`src/rtl/vector_serializer_pkg.sv`:
```
// Shared definitions for the vector buffer / vector serializer pair.
// VEC_W is the vector width both blocks must agree on.
package vector_serializer_pkg;

   // Bits per vector exchanged between the buffer and the serializer.
   localparam int VEC_W = 8;

   // Serializer shifter states.
   typedef enum logic {
      IDLE  = 1'b0,
      SHIFT = 1'b1
   } ser_state_e;

endpackage

```
`src/rtl/vector_serializer_skid_fifo.sv`:
```
// Small ring-buffer FIFO that decouples buffer responses from the shifter.
// Push and pop in the same cycle are both honoured; a push into a full
// FIFO is only accepted when a pop frees the slot in the same cycle.
// o_count_next exposes the post-edge occupancy so the parent can run its
// request credit check a cycle ahead.
module vector_serializer_skid_fifo #(
   parameter int WIDTH = 8,
   parameter int DEPTH = 2   // power of two, >= 2
) (
   input  logic                     clk,
   input  logic                     rst,
   input  logic                     i_push,
   input  logic [WIDTH-1:0]         i_push_data,
   input  logic                     i_pop,
   output logic [WIDTH-1:0]         o_head,
   output logic [$clog2(DEPTH):0]   o_count,
   output logic [$clog2(DEPTH):0]   o_count_next,
   output logic                     o_full,
   output logic                     o_empty
);

   localparam int PTR_W = $clog2(DEPTH);
   localparam int CNT_W = PTR_W + 1;

   logic [WIDTH-1:0] r_mem [DEPTH];
   logic [PTR_W-1:0] r_wr_ptr;
   logic [PTR_W-1:0] r_rd_ptr;
   logic [CNT_W-1:0] r_count;
   logic             w_push_ok;
   logic             w_pop_ok;

   assign o_empty   = (r_count == '0);
   assign o_full    = (r_count == CNT_W'(DEPTH));
   assign o_count   = r_count;
   assign o_head    = r_mem[r_rd_ptr];
   assign w_pop_ok  = i_pop && !o_empty;
   assign w_push_ok = i_push && (!o_full || w_pop_ok);

   // Occupancy after this edge: unchanged when push and pop coincide.
   always_comb begin
      // NOTE: assign a default before any branch so the block never infers a latch.
      o_count_next = r_count;
      if (w_push_ok && !w_pop_ok) begin
         o_count_next = r_count + CNT_W'(1);
      end else if (!w_push_ok && w_pop_ok) begin
         o_count_next = r_count - CNT_W'(1);
      end
   end

   // Pointers and count; pointers are exactly PTR_W wide so they wrap for free.
   always_ff @(posedge clk or posedge rst) begin
      // NOTE: state registers use non-blocking assignments so every flop samples pre-edge values.
      if (rst) begin
         r_wr_ptr <= '0;
         r_rd_ptr <= '0;
         r_count  <= '0;
      end else begin
         if (w_push_ok) r_wr_ptr <= r_wr_ptr + PTR_W'(1);
         if (w_pop_ok)  r_rd_ptr <= r_rd_ptr + PTR_W'(1);
         r_count <= o_count_next;
      end
   end

   // Storage write port.
   always_ff @(posedge clk) begin
      // NOTE: the data array is not reset; the count alone marks which entries are live.
      if (w_push_ok) r_mem[r_wr_ptr] <= i_push_data;
   end

endmodule

```
`src/rtl/vector_serializer.sv`:
```
// Pulls vectors from the vector buffer with a registered req / next-cycle
// vec_valid handshake, parks them in a skid FIFO and shifts them out
// MSB-first with ready/valid flow control. out_last marks bit 0 of each
// vector so the sink can recover framing. A request is only issued when a
// FIFO slot is guaranteed for its response, so a full-FIFO push cannot occur.
module vector_serializer
   import vector_serializer_pkg::*;
#(
   parameter int WIDTH = VEC_W,
   parameter int DEPTH = 2   // power of two, >= 2
) (
   input  logic             clk,
   input  logic             rst,
   input  logic [WIDTH-1:0] vector,
   input  logic             vec_valid,
   output logic             req,
   output logic             out_bit,
   output logic             out_valid,
   output logic             out_last,
   input  logic             out_ready,
   output logic             busy
);

   localparam int CNT_W = $clog2(DEPTH) + 1;
   localparam int BC_W  = (WIDTH > 1) ? $clog2(WIDTH) : 1;

   // Request / response tracking.
   logic             r_req;
   logic             r_inflight;
   logic             w_req_nxt;
   logic             w_push;

   // FIFO interface.
   logic             w_pop;
   logic [WIDTH-1:0] w_head;
   logic [CNT_W-1:0] w_count;
   logic [CNT_W-1:0] w_count_next;
   logic             w_full;
   logic             w_empty;

   // Shifter.
   ser_state_e       r_state;
   ser_state_e       w_state_nxt;
   logic [WIDTH-1:0] r_sr;
   logic [WIDTH-1:0] w_sr_nxt;
   logic [BC_W-1:0]  r_bc;
   logic [BC_W-1:0]  w_bc_nxt;

   // A response is only meaningful on the cycle after our own request.
   assign w_push = r_inflight && vec_valid;

   // Credit check: slots already claimed after this edge plus the request
   // that becomes in flight must leave room for one more response.
   assign w_req_nxt = ({1'b0, w_count_next} + (CNT_W + 1)'(r_req)) < (CNT_W + 1)'(DEPTH);

   vector_serializer_skid_fifo #(
      .WIDTH (WIDTH),
      .DEPTH (DEPTH)
   ) u_skid_fifo (
      .clk          (clk),
      .rst          (rst),
      .i_push       (w_push),
      .i_push_data  (vector),
      .i_pop        (w_pop),
      .o_head       (w_head),
      .o_count      (w_count),
      .o_count_next (w_count_next),
      .o_full       (w_full),
      .o_empty      (w_empty)
   );

   // Registered request and its one-cycle-delayed in-flight flag.
   always_ff @(posedge clk or posedge rst) begin
      if (rst) begin
         r_req      <= 1'b0;
         r_inflight <= 1'b0;
      end else begin
         r_inflight <= r_req;
         r_req      <= w_req_nxt;
      end
   end

   // Shifter next-state: load from FIFO head, shift on accept, reload at bit 0.
   always_comb begin
      w_state_nxt = r_state;
      w_sr_nxt    = r_sr;
      w_bc_nxt    = r_bc;
      w_pop       = 1'b0;
      case (r_state)
         IDLE: begin
            if (!w_empty) begin
               w_pop       = 1'b1;
               w_sr_nxt    = w_head;
               w_bc_nxt    = BC_W'(WIDTH - 1);
               w_state_nxt = SHIFT;
            end
         end
         SHIFT: begin
            if (out_ready) begin
               if (r_bc == '0) begin
                  // Last bit accepted: chain the next vector with no bubble.
                  if (!w_empty) begin
                     w_pop    = 1'b1;
                     w_sr_nxt = w_head;
                     w_bc_nxt = BC_W'(WIDTH - 1);
                  end else begin
                     w_sr_nxt    = '0;
                     w_state_nxt = IDLE;
                  end
               end else begin
                  w_sr_nxt = {r_sr[WIDTH-2:0], 1'b0};
                  w_bc_nxt = r_bc - BC_W'(1);
               end
            end
         end
         default: w_state_nxt = IDLE;
      endcase
   end

   // Shifter state register; reset discards any partially sent vector.
   always_ff @(posedge clk or posedge rst) begin
      if (rst) begin
         r_state <= IDLE;
         r_sr    <= '0;
         r_bc    <= '0;
      end else begin
         r_state <= w_state_nxt;
         r_sr    <= w_sr_nxt;
         r_bc    <= w_bc_nxt;
      end
   end

   assign req       = r_req;
   assign out_valid = (r_state == SHIFT);
   assign out_bit   = out_valid && r_sr[WIDTH-1];
   assign out_last  = out_valid && (r_bc == '0);
   assign busy      = (w_count != '0) || out_valid || r_inflight;

   // The credit scheme must never let a response land on a full FIFO.
   a_no_overflow : assert property (@(posedge clk) disable iff (rst) w_push |-> !w_full);

   // The buffer must only answer requests we actually issued.
   a_no_orphan : assert property (@(posedge clk) disable iff (rst) vec_valid |-> r_inflight);

endmodule

```
`config.mk`:
```
export PLATFORM = sky130hd
export DESIGN_NAME = vector_serializer
export DESIGN_NICKNAME = d
export VERILOG_FILES = /design/src/rtl/vector_serializer_pkg.sv /design/src/rtl/vector_serializer_skid_fifo.sv /design/src/rtl/vector_serializer.sv
export SDC_FILE = /design/constraint.sdc
export NUM_CORES = 1
export LEC_CHECK = 0
export CORE_ASPECT_RATIO = 1.25
export CORE_MARGIN = 2
export CORE_UTILIZATION = 28
export DETAILED_ROUTE_END_ITERATION = 8
export GPL_TIMING_DRIVEN = 0
export PLACE_DENSITY_LB_ADDON = 0.15
export SYNTH_ARGS = -nofsm -noshare
export SYNTH_HDL_FRONTEND = slang
export SYNTH_HIERARCHICAL = 1
export SYNTH_SLANG_ARGS = --single-unit
```
`constraint.sdc`:
```
create_clock -name clk -period 4.2 [get_ports clk]
set_input_delay 0.84 -clock clk [delete_from_list [all_inputs] [get_ports clk]]
set_output_delay 0.84 -clock clk [all_outputs]
set_load 0.1 [all_outputs]
```
Yosys cells after proc, flatten, opt, wreduce, memory -nomap -nowiden. Memory sizes are Yosys's and may differ from the RTL's. Index checks and enable logic that the tools add are counted.

$add $sub $neg: 6. Magnitude comparators: 1. Equal/unequal tests: 3. Mux-type cells: 20. Bitwise gates (word level): 1. Reductions and logical operators: 18.

Operator list (count): 8-bit two-way mux (4); 8-bit case mux with 2 select lines (1); 3-bit two-way mux (3); 1-bit logical AND (7); 1-bit two-way mux (7); 3-bit case mux with 2 select lines (1); 1-bit zero test (4); 2-bit two-way mux (2); 2-bit inequality test (second input constant) (2); 1-bit case mux with 2 select lines (2); 2-bit by 1-bit adder with 3-bit output (1); 3-bit zero test (1); 1-bit logical OR (3); 3-bit by 2-bit < comparator with 1-bit output (second input constant) (1); 3-bit by 1-bit subtractor with 3-bit output (second input constant) (1); 1-bit adder (second input constant) (2); 2-bit by 1-bit adder with 2-bit output (second input constant) (1); 2-bit == test (second input constant) (1); 2-bit zero test (1); 2-bit AND reduction (1); 2-bit nonzero test (1); 2-bit by 1-bit subtractor with 2-bit output (second input constant) (1); 1-bit inverter (1).

Register bits after elaboration: 18. RAM bits: 16. Input bits: 12. Output and inout bits: 5. Logic and storage cells: 58. Memories kept: 1.

Memory list: u_skid_fifo.r_mem (words 2, bits a word 8, read ports 1, clocked after Yosys merged registers in 0, write ports 1, RTL line vector_serializer_skid_fifo.sv:25) `logic [WIDTH-1:0] r_mem [DEPTH];`.

Depth between registers and ports, before layout. Gate-level depths: netlist of the first run.

Depth in word-level cells: 14. Mapped depth: 8. Depth with buffers taken out: 8.

Modules after synthesis. The synthesis of the first run kept the hierarchy.

By module, submodules not included: vector_serializer_skid_fifo (times used 1, cells an instance 50, area an instance 833.3 um^2, seq. area each 580.6 um^2); vector_serializer (times used 1, cells an instance 60, area an instance 684.4 um^2, seq. area each 350.3 um^2).

Least setup slack after synthesis of the first run. Ideal clock, no wire load.

Path kind: register -> output. Start point: reg r_state (netlist: out_valid). End point: out busy. Arrival time: 1.998 ns. Data required time: 3.360 ns. Path slack: 1.362 ns. Cell stages (with the launch flop): 3. Buffers on the path: 1. Cell sequence: dfrtp_1 -> buf_6 -> or4_2.

Cells in the longest elaborated chain, start to end: 2.

Ends and longest elaborated chain: start: declaration (RTL line vector_serializer.sv:42) `ser_state_e r_state;`; start signal: assignment (RTL line vector_serializer.sv:127) `r_state <= w_state_nxt;`; 1-bit logical OR (2 in series) (RTL line vector_serializer.sv:137) `assign busy = (w_count != '0) || out_valid || r_inflight;`; end: declaration (RTL line vector_serializer.sv:21) `output logic busy`.

Every way passes these cells.

Final worst setup path of the first run.
Start point: reg r_bc[0]. End point: out out_last.

Cells in the longest elaborated chain, start to end: 2.

Ends and longest elaborated chain: start: declaration (RTL line vector_serializer.sv:46) `logic [BC_W-1:0] r_bc;`; start signal: assignment (RTL line vector_serializer.sv:129) `r_bc <= w_bc_nxt;`; 3-bit zero test (RTL line vector_serializer.sv:136) `assign out_last = out_valid && (r_bc == '0);`; 1-bit logical AND (RTL line vector_serializer.sv:136); end: declaration (RTL line vector_serializer.sv:19) `output logic out_last,`.

Every way passes these cells.

==> run_results.csv, run 1 <==
group,metric,value,unit
timing,post-route-period-util,80.89,%
grt,grt-ovfl-total,0,
clock_tree,cts.sinks,34,
critical_path,cp_top_family,"buffers and inverters",
floorplanning,die_h,86.32,um
final_layout,drive_gt1_share,15.67,%
timing,worstMarginPinSlew,0.9725,ns
floorplanning,fp.dieW,69.85,um
final_layout,areaGrowthSynthToFinish,21.02,%
critical_path,reg2reg_depth,7,
clock_tree,hold_buffers,0,
run_status,outcome,"finished, final reports clean",
timing,maxSlewHeadroom,34.96,%
floorplanning,dieArea,6029,um^2
detailed_routing,wl,2738,um
place,gp_congestion,0.7316,
final_layout,diodes,0,
critical_path,cp.arrival,2.56,ns
pwr,p_per_area,610.2,nW/um^2
critical_path,reg2reg_from,"r_bc[0]",
timing,hold_viol,0,
detailed_routing,route.antenna.remaining_nets,0,
grt,antenna_found_initial,0,
synth,ys_ff_latch,34,
final_layout,fin_nets,149,
pwr,vdd_drop_max,0.0002243,V
critical_path,max_stage_delay,1.12,ns
critical_path,crit_chain,"inv_1 > ha_1 > nor2b_1 > and2_2 > clkdlybuf4s50_1",
synth,syn_area,1518,um^2
timing,skew,0.005830,ns
pwr,finalPower,0.001121,W
clock_tree,cts_resized,0,
job,maxCapViolCount,0,
clock_tree,htreeDepth,2,
clock_tree,clock_path_buffers,2,
min_path,min_from,"req",
clock_tree,clkLatencyLatePin,0.28,ns
critical_path,worstSetupPathType,"flop to primary output",
critical_path,crit_start,"r_bc[0]",
place,dp.cells,188,
timing,maxSlewViolCount,0,
synth,syn-instance-count,110,
grt,grt_first_pass_wirelength,4505,um
floorplanning,io_pins,17,
timing,rsz0062_at_grt,"no",
critical_path,cp-end-kind,"primary output",
synth,yosysUniqueCellTypes,35,
critical_path,crit_path_top_delay_cell,"clkdlybuf4s50_1",
min_path,whs_path_depth,0,
clock_tree,clk_pin_slew,0.07,ns
critical_path,critPathMaxFanout,4,
detailed_routing,drc_errors,0,
place,place_hpwl,1916,um
clock_tree,cts_buffers,5,
pwr,power_leakage,0.7751,nW
grt,grt_max_degree,15,
critical_path,worst-path-buf-inv,2,
detailed_routing,dr.pass1.iters,4,
synth,synth_nets,126,
final_layout,fin_cells,196,
synth,avgSynthCellArea,13.80,um^2
min_path,hp-class,"flop to flop",
floorplanning,coreArea,5152,um^2
critical_path,critPathLaunchType,"flop",
critical_path,path_depth,5,
synth,yosysWarnings,6,
synth,synth_area_leaders,"edfxtp_1 32%, dfrtp_1 30%, a221o_1 4.6%, ha_1 3.3%, mux2_1 3.0%",
grt,grt_usage,9.773,%
synth,yosysSeqAreaShare,61.34,%
detailed_routing,vias_per_cell,4.709,
timing,finalSetupViolations,0,
synth,yosysTopAreaCell,"edfxtp_1",
floorplanning,start_util,29.46,%
clock_tree,cts_setup_buffers,0,
synth,synth-edff-count,16,
critical_path,required,3.36,ns
synth,synth_top_area_share,31.66,%
synth,yosysMostFrequentCell,"dfrtp_1",
synth,async_flop_share,52.94,%
place,placement.io_buffers,16,
synth,yosys-top-cells-count,"18 x dfrtp_1, 16 x edfxtp_1, 8 x inv_1",
detailed_routing,vias,923,
detailed_routing,wl_per_cell,13.97,um
timing,fin_setup_tns,0,ns
detailed_routing,drt_iter0_drc,29,
clock_tree,cts_tree,"done",
timing,min_period,3.398,ns
timing,fmax,294.3,MHz
synth,synth_flop_cell,"dfrtp_1",
grt,grt_pass1_vias,941,
floorplanning,num_rows,29,
clock_tree,clock-root-buffer,"clkbuf_8",
state kept, by name, indices dropped and copies added (netlist names):
register              count
u_skid_fifo/r_mem        16
u_skid_fifo/o_count       2
req                       1
u_skid_fifo/r_rd_ptr      1
r_sr                      8
out_valid                 1
r_inflight                1
r_bc                      3
u_skid_fifo/r_wr_ptr      1
final timing paths:
path / end / slack, ns
hold reg to reg: r_inflight / 0.41
setup reg to reg: u_skid_fifo/r_mem[1][7] / 1.59
min in group asynchronous: u_skid_fifo/o_count[1] / 0.76
hold / removal: r_inflight / 0.41
setup / recovery: out_last / 0.80
max in group asynchronous: r_sr[2] / 2.90
through the flow:
stage | worst slack, ns | utilization (%) | area [um^2] | hold slack (ns)
floorplan | 1.362 | - | 1518 | 0.4676
global placement | 0.9415 | 34.07 | 1755 | 0.3861
detailed placement | 0.8602 | 34.07 | 1755 | 0.3963
CTS | 0.7907 | 35.65 | 1837 | 0.4130
global route | 0.7011 | 35.65 | 1837 | 0.4264
finish | 0.8025 | 35.65 | 1837 | 0.4095
final cells by class:
| type | instances | area [um^2] |
|---|---|---|
| Tap cell | 62 | 77.57 |
| Buffer | 4 | 31.28 |
| Inverter | 8 | 30.03 |
| Clock buffer | 6 | 72.57 |
| Multi-Input combinational cell | 64 | 525.5 |
| Fill cell | 512 | 3316 |
| Clock inverter | 2 | 8.758 |
| Sequential cell | 34 | 930.9 |
| Timing Repair Buffer | 16 | 160.2 |
cell families after synthesis:
kind of cell	count (synthesis)	synth area share (%)
AOI/OAI and AO/OA	18	10.14
xor gates and xnor gates	3	1.732
DFF	34	61.34
muxes	11	7.914
and+or+nand+nor	28	11.54
adders and majority gates	4	3.298
buffers and inverters	12	4.039
routing by layer:
layer / GRT usage (%) / wire (um)
met1: 12.46 / 1280
met2: 14.72 / 1286
met3: 3.256 / 118
met4: 5.245 / 53
met5: 0 / 0
cell usage in the layout (no fill, tap or decap), types with 3 or more instances in the layout:
cell type and n:
inv_1 8, clkdlybuf4s50_1 16, xnor2_1 3, edfxtp_1 16, dfrtp_1 18, mux2_2 4
mux2i_1 3, mux2_1 4, a221o_1 7, and3_1 7, nor2_1 4, nand2_1 4
ha_1 4, clkbuf_8 5
power breakdown:
part           leakage (nW)  switching, W  total (W)  internal (W)
clock network        0.0426      0.000113   0.000227      0.000114
logic                 0.366      0.000242   0.000409      0.000167
registers             0.366     0.0000431   0.000485      0.000442
worst register-to-register path, cell delays in order, from the launching register on:
cell,delay (ns)
dfrtp_1,0.38
inv_1,0.10
ha_1,0.20
nand3b_1,0.13
a21oi_2,0.51
and2b_4,0.27
o21ai_2,0.09
nor2_1,0.55
(Power assumes the default switching activity.)
==> run 2: changes to the inputs <==
clock period = 3.28 ns   (was 4.2 ns; I/O delays follow)
==> run 2 against run 1 <==
  * Clock skew unchanged
  * Global-route usage unchanged
  * Largest power group unchanged
  * Critical path depth decreased by 2
  * Routed wire length increased by 0.11%
  * Via count unchanged
  * Clock power increased by 28%
  * Largest cell class unchanged
  * Count of clock-buffer cells in the layout unchanged
==> run_results.csv, run 2 (synthesis gave the netlist of run 1 again) <==
group,metric,value,unit
timing,skew,0.005830,ns
clock_tree,hold_buffers,0,
clock_tree,clkLatencyLatePin,0.28,ns
grt,use_met2,14.72,%
timing,maxSlewViolCount,0,
clock_tree,clock-root-buffer,"clkbuf_8",
critical_path,max_stage_delay,0.99,ns
grt,grt_use_met1,12.46,%
grt,grt_max_degree,15,
floorplanning,io_pins,17,
detailed_routing,vias_per_cell,4.709,
critical_path,cp.arrival,2.45,ns
timing,worstMarginPinSlew,0.9725,ns
critical_path,regToRegSetupSlack,0.67,ns
floorplanning,fp.dieW,69.85,um
critical_path,crit_path_top_delay_cell,"clkdlybuf4s50_1",
grt,grt-ovfl-total,0,
final_layout,fin_nets,149,
timing,post-route-period-util,94.69,%
floorplanning,dieArea,6029,um^2
pwr,net-switching-power,0.0005099,W
place,place_hpwl,1916,um
grt,grt_pass1_vias,941,
run_status,outcome,"finished, final reports clean",
final_layout,areaGrowthSynthToFinish,21.19,%
floorplanning,num_rows,29,
pwr,power_leakage,0.7930,nW
pwr,power.share.clock,20.3,%
clock_tree,cts_setup_buffers,0,
detailed_routing,vias,923,
pwr,pwr-share-seq,43.2,%
place,gp_congestion,0.7316,
grt,grt_first_pass_wirelength,4505,um
clock_tree,cts.sinks,34,
pwr,p_per_area,780.2,nW/um^2
timing,fmax,322.0,MHz
clock_tree,clk_pin_slew,0.07,ns
timing,fin_setup_tns,0,ns
detailed_routing,drt_iter0_drc,29,
place,dp.cells,188,
grt,antenna_found_initial,0,
clock_tree,cts_tree,"done",
final_layout,fillers,511,
floorplanning,die_h,86.32,um
critical_path,worst-path-buf-inv,2,
grt,grt_usage,9.773,%
timing,finalHoldWorstSlack,0.4095,ns
final_layout,final_common_cell,"dfrtp_1",
timing,rsz0062_at_grt,"no",
pwr,swShare,35.53,%
final_layout,drive_gt1_share,15.67,%
critical_path,required,2.62,ns
pwr,internal_power,0.0009251,W
detailed_routing,route.antenna.remaining_nets,0,
timing,min_period,3.106,ns
grt,grt.busiest_layer,"met2",
critical_path,worstSetupPathType,"flop to primary output",
final_layout,top_register,"u_skid_fifo/r_mem",
timing,maxSlewHeadroom,34.96,%
place,placement.io_buffers,16,
critical_path,cp-end-kind,"primary output",
final_layout,largestRegisters,"u_skid_fifo/r_mem (16), r_sr (8), r_bc (3)",
job,maxCapViolCount,0,
floorplanning,start_util,29.46,%
detailed_routing,dr.pass1.iters,4,
final_layout,final_cell_mix,"18 x dfrtp_1, 16 x edfxtp_1, 15 x clkdlybuf4s50_1",
grt,grt_util_met3,3.256,%
critical_path,cp_top_family,"buffers and inverters",
detailed_routing,wl,2741,um
pwr,vdd_drop_max,0.0002872,V
timing,finalSetupViolations,0,
clock_tree,cts_buffers,5,
detailed_routing,wl_per_cell,13.98,um
critical_path,critPathMaxFanout,9,
clock_tree,htreeDepth,2,
final_layout,largest_reg_flops,16,
timing,hold_viol,0,
min_path,hp-class,"flop to flop",
final_layout,diodes,0,
clock_tree,clock_path_buffers,2,
critical_path,critPathLaunchType,"flop",
pwr,p_comb_share,36.5,%
detailed_routing,drc_errors,0,
final_layout,fin_cells,196,
critical_path,crit_chain,"buf_6 > or4_2 > clkdlybuf4s50_1",
floorplanning,coreArea,5152,um^2
==> run 2: power by group through the flow <==
stage | Sequential (W) | Clock (W) | Combinational [W]
CTS | 0.000620 | 0.000302 | 0.000528
global placement | 0.000623 | 0 | 0.000507
floorplan | 0.000660 | 0 | 0.000364
finish | 0.000621 | 0.000291 | 0.000524
detailed placement | 0.000629 | 0 | 0.000526
global route | 0.000634 | 0.000322 | 0.000572
==> run 2: timing repair <==
action,in CTS,in global routing
setup endpoints to repair,0,1
hold endpoints to repair,0,0
resized for setup,0,1
==> run 2: area by class of cell <==
cell class	instances	area, um^2	area share (%)
Clock inverter	2	8.758	0.4762
Clock buffer	6	72.57	3.946
Buffer	4	31.28	1.701
Timing Repair Buffer	16	162.7	8.844
Inverter	8	30.03	1.633
Multi-Input combinational cell	64	525.5	28.57
Sequential cell	34	930.9	50.61
Tap cell	62	77.57	4.218
==> run 2: per-layer routing <==
layer	wire length, um	up-vias
met1	1280	449
met3	120	5
li1	-	446
met4	53	0
met5	0	-
met2	1286	23
==> run 2: stage by stage <==
stage	cell area (um^2)	power (W)	util (%)	setup WS (ns)
3_5_place_dp	1755	0.001154	34.07	0.1242
5_1_grt	1839	0.001528	35.70	0.1265
6_report	1839	0.001435	35.70	0.1740
3_3_place_gp	1755	0.001130	34.07	0.2055
2_1_floorplan	1518	0.001024	-	0.6263
4_1_cts	1837	0.001451	35.65	0.05465
==> run 2: worst reg2reg max path, stage by stage (launching register included) <==
cell and delay, ns:
dfrtp_1 0.38, inv_1 0.10, ha_1 0.20, nand3b_1 0.13, a21oi_2 0.51, and2b_4 0.27
o21ai_2 0.09, nor2_1 0.55
==> run 2: final timing paths <==
path                            from                       to  cells after the start
max                        out_valid                     busy                      3
min                              req               r_inflight                      0
max reg2reg                  r_bc[0]  u_skid_fifo/r_mem[1][7]                      7
min reg2reg                      req               r_inflight                      0
max in group asynchronous        rst                  r_sr[2]                      2
min in group asynchronous        rst   u_skid_fifo/o_count[1]                      2
==> run 3: changes to the inputs <==
ABC_CLOCK_PERIOD_IN_PS = 3280   (was unset)
==> results of run 3 <==
Same layout as run 2: the final DEF is identical, and so are final timing and power.
